<file path="src/rtl/pipeline_pkg.sv">
// Shared types and constants for the pipeline hazard controller.
//   FWD_*      : EX operand source select encodings
//   sb_entry_t : scoreboard entry {valid, regWrite, dest, isLoad}
//   BUBBLE     : empty scoreboard entry (a NOP in that stage)
//   sb_match   : true when an in-flight entry produces the given source register
package pipeline_pkg;

    localparam int SB_REG_W = 5;

    localparam logic [1:0] FWD_REGFILE = 2'b00;
    localparam logic [1:0] FWD_EXMEM   = 2'b01;
    localparam logic [1:0] FWD_MEMWB   = 2'b10;
    localparam logic [1:0] FWD_WBHOLD  = 2'b11;

    typedef struct packed {
        logic                valid;
        logic                regWrite;
        logic [SB_REG_W-1:0] dest;
        logic                isLoad;
    } sb_entry_t;

    localparam sb_entry_t BUBBLE = '0;

    // r0 is hard-wired zero, so a write to it never creates a dependency.
    function automatic logic sb_match(input sb_entry_t e, input logic [SB_REG_W-1:0] r);
        return e.valid & e.regWrite & (e.dest == r) & (r != '0);
    endfunction

endpackage

</file>
<file path="src/rtl/hazard_compare.sv">
// One ID source register against the EX/MEM/WB scoreboard entries.
// Ports:
//   i_src, i_uses               : source register number and its use flag
//   i_sbEx, i_sbMem, i_sbWb     : scoreboard entries, youngest first
//   o_hazard                    : this source must stall decode
//   o_fwdSel                    : operand source select for EX
// Macro FORWARDING_EN: defined -> only load-use in EX stalls and o_fwdSel picks
// the youngest producer; undefined -> any producer in flight stalls, o_fwdSel=00.
module hazard_compare
    import pipeline_pkg::*;
(
    input  logic [SB_REG_W-1:0] i_src,
    input  logic                i_uses,
    input  sb_entry_t           i_sbEx,
    input  sb_entry_t           i_sbMem,
    input  sb_entry_t           i_sbWb,
    output logic                o_hazard,
    output logic [1:0]          o_fwdSel
);

    logic w_mEx, w_mMem, w_mWb;

    assign w_mEx  = i_uses & sb_match(i_sbEx,  i_src);
    assign w_mMem = i_uses & sb_match(i_sbMem, i_src);
    assign w_mWb  = i_uses & sb_match(i_sbWb,  i_src);

    // isLoad of the older stages is never needed to decide a hazard.
    logic w_unused;
    assign w_unused = &{1'b0, i_sbEx.isLoad, i_sbMem.isLoad, i_sbWb.isLoad};

`ifdef FORWARDING_EN
    always_comb begin
        o_hazard = w_mEx & i_sbEx.isLoad;   // load data not ready until after MEM
        o_fwdSel = FWD_REGFILE;
        if (w_mEx)       o_fwdSel = FWD_EXMEM;   // youngest producer wins
        else if (w_mMem) o_fwdSel = FWD_MEMWB;
        else if (w_mWb)  o_fwdSel = FWD_WBHOLD;
    end
`else
    always_comb begin
        o_hazard = w_mEx | w_mMem | w_mWb;
        o_fwdSel = FWD_REGFILE;
    end
`endif

endmodule

</file>
<file path="src/rtl/pipeline_hazard_controller.sv">
// Hazard/flush/forward sequencing around the decode stage of a 5-stage pipeline.
// A 3-entry scoreboard (EX, MEM, WB) follows the destinations of in-flight
// instructions; branches resolve in MEM and flush IF/ID, ID/EX and EX/MEM.
// Ports:
//   clk, reset (sync, active high)
//   idValid, idRs, idRt, idUsesRs, idUsesRt, idDest, idRegWrite, idIsLoad : ID instr
//   branchTaken                       : taken branch in MEM
//   stallFetch, bubbleDecode          : same-cycle stall of PC/IFID, NOP into IDEX
//   flushIfId, flushIdEx, flushExMem  : same-cycle squash on taken branch
//   forwardA, forwardB                : registered EX operand selects
//   stallCount                        : saturating stall-cycle counter
// Macro FORWARDING_EN enables operand forwarding (otherwise selects stay 00).
// REG_ADDR_W must match the scoreboard dest width in pipeline_pkg.
module pipeline_hazard_controller
    import pipeline_pkg::*;
#(
    parameter int REG_ADDR_W  = SB_REG_W,
    parameter int STALL_CNT_W = 16
) (
    input  logic                   clk,
    input  logic                   reset,
    input  logic                   idValid,
    input  logic [REG_ADDR_W-1:0]  idRs,
    input  logic [REG_ADDR_W-1:0]  idRt,
    input  logic                   idUsesRs,
    input  logic                   idUsesRt,
    input  logic [REG_ADDR_W-1:0]  idDest,
    input  logic                   idRegWrite,
    input  logic                   idIsLoad,
    input  logic                   branchTaken,
    output logic                   stallFetch,
    output logic                   bubbleDecode,
    output logic                   flushIfId,
    output logic                   flushIdEx,
    output logic                   flushExMem,
    output logic [1:0]             forwardA,
    output logic [1:0]             forwardB,
    output logic [STALL_CNT_W-1:0] stallCount
);

    sb_entry_t              r_sbEx, r_sbMem, r_sbWb;
    logic [1:0]             r_fwdA, r_fwdB;
    logic [STALL_CNT_W-1:0] r_stallCnt;

    logic       w_hazRs, w_hazRt, w_stall, w_kill;
    logic [1:0] w_fwdA, w_fwdB;
    sb_entry_t  w_idEntry;

    hazard_compare u_cmpRs (
        .i_src   (idRs),
        .i_uses  (idUsesRs),
        .i_sbEx  (r_sbEx),
        .i_sbMem (r_sbMem),
        .i_sbWb  (r_sbWb),
        .o_hazard(w_hazRs),
        .o_fwdSel(w_fwdA)
    );

    hazard_compare u_cmpRt (
        .i_src   (idRt),
        .i_uses  (idUsesRt),
        .i_sbEx  (r_sbEx),
        .i_sbMem (r_sbMem),
        .i_sbWb  (r_sbWb),
        .o_hazard(w_hazRt),
        .o_fwdSel(w_fwdB)
    );

    // A taken branch squashes the ID instruction anyway, so it overrides the stall.
    assign w_stall = idValid & (w_hazRs | w_hazRt) & ~branchTaken;
    // Cycles in which nothing real enters EX.
    assign w_kill  = branchTaken | w_stall | ~idValid;

    assign w_idEntry = '{valid: 1'b1, regWrite: idRegWrite, dest: idDest, isLoad: idIsLoad};

    assign stallFetch   = w_stall;
    assign bubbleDecode = w_stall;
    assign flushIfId    = branchTaken;
    assign flushIdEx    = branchTaken;
    assign flushExMem   = branchTaken;
    assign forwardA     = r_fwdA;
    assign forwardB     = r_fwdB;
    assign stallCount   = r_stallCnt;

    always_ff @(posedge clk) begin
        if (reset) begin
            r_sbEx     <= BUBBLE;
            r_sbMem    <= BUBBLE;
            r_sbWb     <= BUBBLE;
            r_fwdA     <= FWD_REGFILE;
            r_fwdB     <= FWD_REGFILE;
            r_stallCnt <= '0;
        end else begin
            r_sbWb  <= r_sbMem;
            r_sbMem <= branchTaken ? BUBBLE : r_sbEx;   // EX/MEM is squashed too
            r_sbEx  <= w_kill ? BUBBLE : w_idEntry;
            // Selects travel with the instruction into EX; a bubble reads nothing.
            r_fwdA  <= w_kill ? FWD_REGFILE : w_fwdA;
            r_fwdB  <= w_kill ? FWD_REGFILE : w_fwdB;
            if (w_stall && (r_stallCnt != '1))
                r_stallCnt <= r_stallCnt + 1'b1;
        end
    end

endmodule
</file>
<file path="config.mk">
export PLATFORM = sky130hd
export DESIGN_NAME = pipeline_hazard_controller
export DESIGN_NICKNAME = d
export VERILOG_FILES = /design/src/rtl/pipeline_pkg.sv /design/src/rtl/hazard_compare.sv /design/src/rtl/pipeline_hazard_controller.sv
export SDC_FILE = /design/constraint.sdc
export NUM_CORES = 1
export LEC_CHECK = 0
export CORE_AREA = 2 2 63 65
export CTS_CLUSTER_SIZE = 24
export DETAILED_ROUTE_END_ITERATION = 10
export DIE_AREA = 0 0 65 67
export HOLD_SLACK_MARGIN = 0.1
export PLACE_DENSITY = 0.84
export SLEW_MARGIN = 10
export SYNTH_ARGS = -nofsm -noshare
export SYNTH_HDL_FRONTEND = slang
export SYNTH_SLANG_ARGS = --single-unit
</file>
<file path="constraint.sdc">
create_clock -name clk -period 3.6 [get_ports clk]
set_input_delay 0.54 -clock clk [delete_from_list [all_inputs] [get_ports clk]]
set_output_delay 0.54 -clock clk [all_outputs]
set_load 0.01 [all_outputs]
</file>
==> flow_summary_export.csv <==
group,metric,value,unit
synthesis,synth_top_cell_area_share,40.1,%
setup_path,crit_slowest_cell,"sky130_fd_sc_hd__clkdlybuf4s50_1",
synthesis,synth.largest_area_cell,"sky130_fd_sc_hd__dfxtp_1",
clock_tree,post-cts-setup-buffer-count,0,
setup_path,cpMostUsedCell,"sky130_fd_sc_hd__clkdlybuf4s50_1",
sta,holdWs,0.503,ns
pwr,p_leak,0.910,nW
sta,fin_crit_sh,92.4,%
global_routing,globalRoute.totalOverflow,0,
run_status,outcome,"complete, no violations",
clock_tree,post_cts_resized,0,
floorplanning,dieArea,0.00436,mm²
placed_design,routability_driven_placement_congestion_ratio,0.923,
setup_path,end_kind,"output port",
synthesis,synth_edf_count,0,
sta,timing.final.hold_violations,0,
synthesis,synthArstFlopShare,0,%
layout,antenna_cells_inserted,0,
clock_tree,cts_made_buffers,5,
detailed_routing,first_iter_violations,102,
setup_path,crit_type,"input port to output port",
global_routing,grt_antenna_before_repair,0,
clock_tree,number_of_levels_in_the_clock_h_tree,2,
sta,fin_setup_tns,0,ns
global_routing,grt_first_pass_wirelength,6890,µm
run,drv.max_cap_violation_count,0,
sta,max_freq,0.301,GHz
pwr,vdd_drop_max,0.000316,V
setup_path,cp.required,3.06,ns
sta,grt_setup_unrepaired,"no",
detailed_routing,drt-wirelength-per-cell,14.3,µm
detailed_routing,drc,0,
layout,multi_input_area,0.00101,mm²
synthesis,syn-instance-count,194,
layout,layout.cells.most_common_list,"42 x sky130_fd_sc_hd__clkdlybuf4s50_1, 37 x sky130_fd_sc_hd__dfxtp_1, 24 x sky130_fd_sc_hd__xor2_1",
synthesis,main_synth_ff_type,"sky130_fd_sc_hd__dfxtp_1",
layout,final_common_cell,"sky130_fd_sc_hd__clkdlybuf4s50_1",
synthesis,syn_avg_cell_area,9.53,µm²
sta,finalClockSkew,0.00611,ns
placed_design,portBuffers,42,
synthesis,synth-seq-cells,37,
clock_tree,clkTransAtPathRegs,0.08,ns
floorplanning,pin_count,48,
setup_path,crit_chain,"clkdlybuf4s50_1 -> xor2_1 -> nor4_1 -> nand4_1 -> a31oi_2 -> o21ai_2 -> inv_1 -> clkdlybuf4s50_1",
global_routing,grt_max_degree,29,
sta,finalSetupViolations,0,
pwr,power_share_of_the_clock_group,42.6,%
global_routing,grt_use_total,20.7,%
layout,layout_cell_share_with_drive_strength_beyond_1,9.75,%
sta,period_minus_slack,3.33,ns
pwr,p_seq_share,49.2,%
floorplanning,design.core.area,0.00361,mm²
pwr,comb_power_share,8.3,%
hold_path,timing.hold.worst.class,"flip-flop to flip-flop",
pwr,power_switching_share,22.3,%
floorplanning,initial_core_util,51.3,%
setup_path,worstPathArrival,2.79,ns
clock_tree,clk_latency,0.29,ns
clock_tree,clock_sinks,37,
layout,nNetsFinal,259,
pwr,power.density,356,mW/mm²
pwr,power_switching,0.000189,W
sta,maxSlewHeadroom,61.3,%
layout,register_area,741,µm²
floorplanning,die_y,67,µm
detailed_routing,detail-route-antenna-nets,0,
sta,timing_worst_slew_pin_value,0.575,ns
setup_path,path_max_fanout,4,
setup_path,timing.critical_path.slowest_cell_delay,0.54,ns
detailed_routing,vias_per_cell,5.35,
detailed_routing,drt-pass1-iter-count,4,
detailed_routing,detail_route.wirelength,4070,µm
setup_path,critical_path_source_type,"input port",
clock_tree,cts_tree,"built",
layout,fillerInstances,299,
synthesis,synthDistinctLibCells,42,
clock_tree,cts_hold_repair.buffers,0,
global_routing,first_global_vias,1471,
synthesis,synth-warning-count,0,
synthesis,synth-seq-area-share,40.1,%
floorplanning,die_width,65,µm
synthesis,ys_top_cells_by_area,"sky130_fd_sc_hd__dfxtp_1 40%, sky130_fd_sc_hd__xor2_1 11%, sky130_fd_sc_hd__xnor2_1 6.6%",
pwr,internal-power,0.000657,W
clock_tree,cts_max_path_buffers,2,
sta,final-max-slew-violation-count,0,
placed_design,detailed_place_hpwl,2900,µm
synthesis,netlist_area,0.00185,mm²
detailed_routing,via_count,1519,
floorplanning,num_rows,22,
layout,area_growth,28.6,%
clock_tree,root_buffer,"sky130_fd_sc_hd__clkbuf_8",
-- sequential cells by signal (all words and copies together), names as in the netlist --
signal and count:
r_sbMem 7, r_sbEx 7, stallCount 16, r_sbWb 7
-- path summary, 6_finish.rpt --
path,cells past startpoint,slack [ns],to,start
setup / recovery,8,0.27,stallFetch,idRt[0]
hold / removal,1,0.50,r_sbMem[6],r_sbEx[6]
setup reg to reg,9,1.11,stallCount[9],r_sbEx[4]
hold reg to reg,1,0.50,r_sbMem[6],r_sbEx[6]
-- power by group through the flow --
| stage | combinational [W] | clock, W | sequential [W] |
|---|---|---|---|
| 2_1_floorplan | 0.0000354 | 0 | 0.000425 |
| 3_3_place_gp | 0.0000676 | 0 | 0.000425 |
| 3_5_place_dp | 0.0000689 | 0 | 0.000425 |
| 4_1_cts | 0.0000697 | 0.000368 | 0.000416 |
| 5_1_grt | 0.0000757 | 0.000391 | 0.000416 |
| 6_report | 0.0000699 | 0.000360 | 0.000416 |
-- area by class of cell --
| type | count | share of cell area, % |
|---|---|---|
| multi-input cells | 144 | 42.7 |
| flip-flops and latches | 37 | 31.2 |
| repair buffers | 44 | 18.3 |
| clock buffers | 5 | 2.89 |
| well taps | 48 | 2.53 |
| clock inverters | 3 | 1.95 |
| inverters | 3 | 0.474 |
-- kinds of logic (layout without fill, tap and decap cells) --
group	after synthesis	count (layout)	synth area share, %
and+or+nand+nor	84	84	28.1
xor gates and xnor gates	38	38	18.0
DFF	37	37	40.1
buffers and inverters	16	55	5.68
AOI/OAI and AO/OA	13	13	4.94
muxes	4	4	2.37
adders and majority gates	1	1	0.676
other	1	4	0.203
-- critical path, delay by kind of cell --
family	cells	cell delay (ns)
compound gates	2	0.37
xor+xnor	1	0.20
buf+inv	3	1.15
simple gates	2	0.54
-- cells in the mapped netlist, drive strengths merged, types with 3 or more instances --
library cell / instances
and3: 5
dfxtp: 37
nor2: 16
xor2: 24
nand2: 4
nor2b: 10
buf: 10
mux2: 3
inv: 3
nor3: 4
xnor2: 14
nand3: 7
nor4: 8
nand4: 8
a21oi: 4
and2: 13
o21ai: 3
or4: 4
-- metrics by stage --
step	area [µm²]	total power, W	instances	utilization, %	worst slack (ns)
after CTS	2380	0.000854	284	65.9	0.282
after floorplan	1860	0.000460	197	-	1.04
after detailed placement	2260	0.000494	276	62.7	0.296
after global routing	2380	0.000883	284	65.9	0.160
after global placement	2260	0.000493	276	62.7	0.280
final	2380	0.000846	284	65.9	0.273
-- routing by layer --
layer	vias up	part of all wire, %	track usage (%)	wire length, µm
met5	-	0	0	0
met4	0	1.2	7.98	49
met3	5	4.0	5.41	162
met2	37	50	32.0	2040
met1	743	45	27.6	1820
li1	734	-	-	-
(Power assumes the default switching activity.)
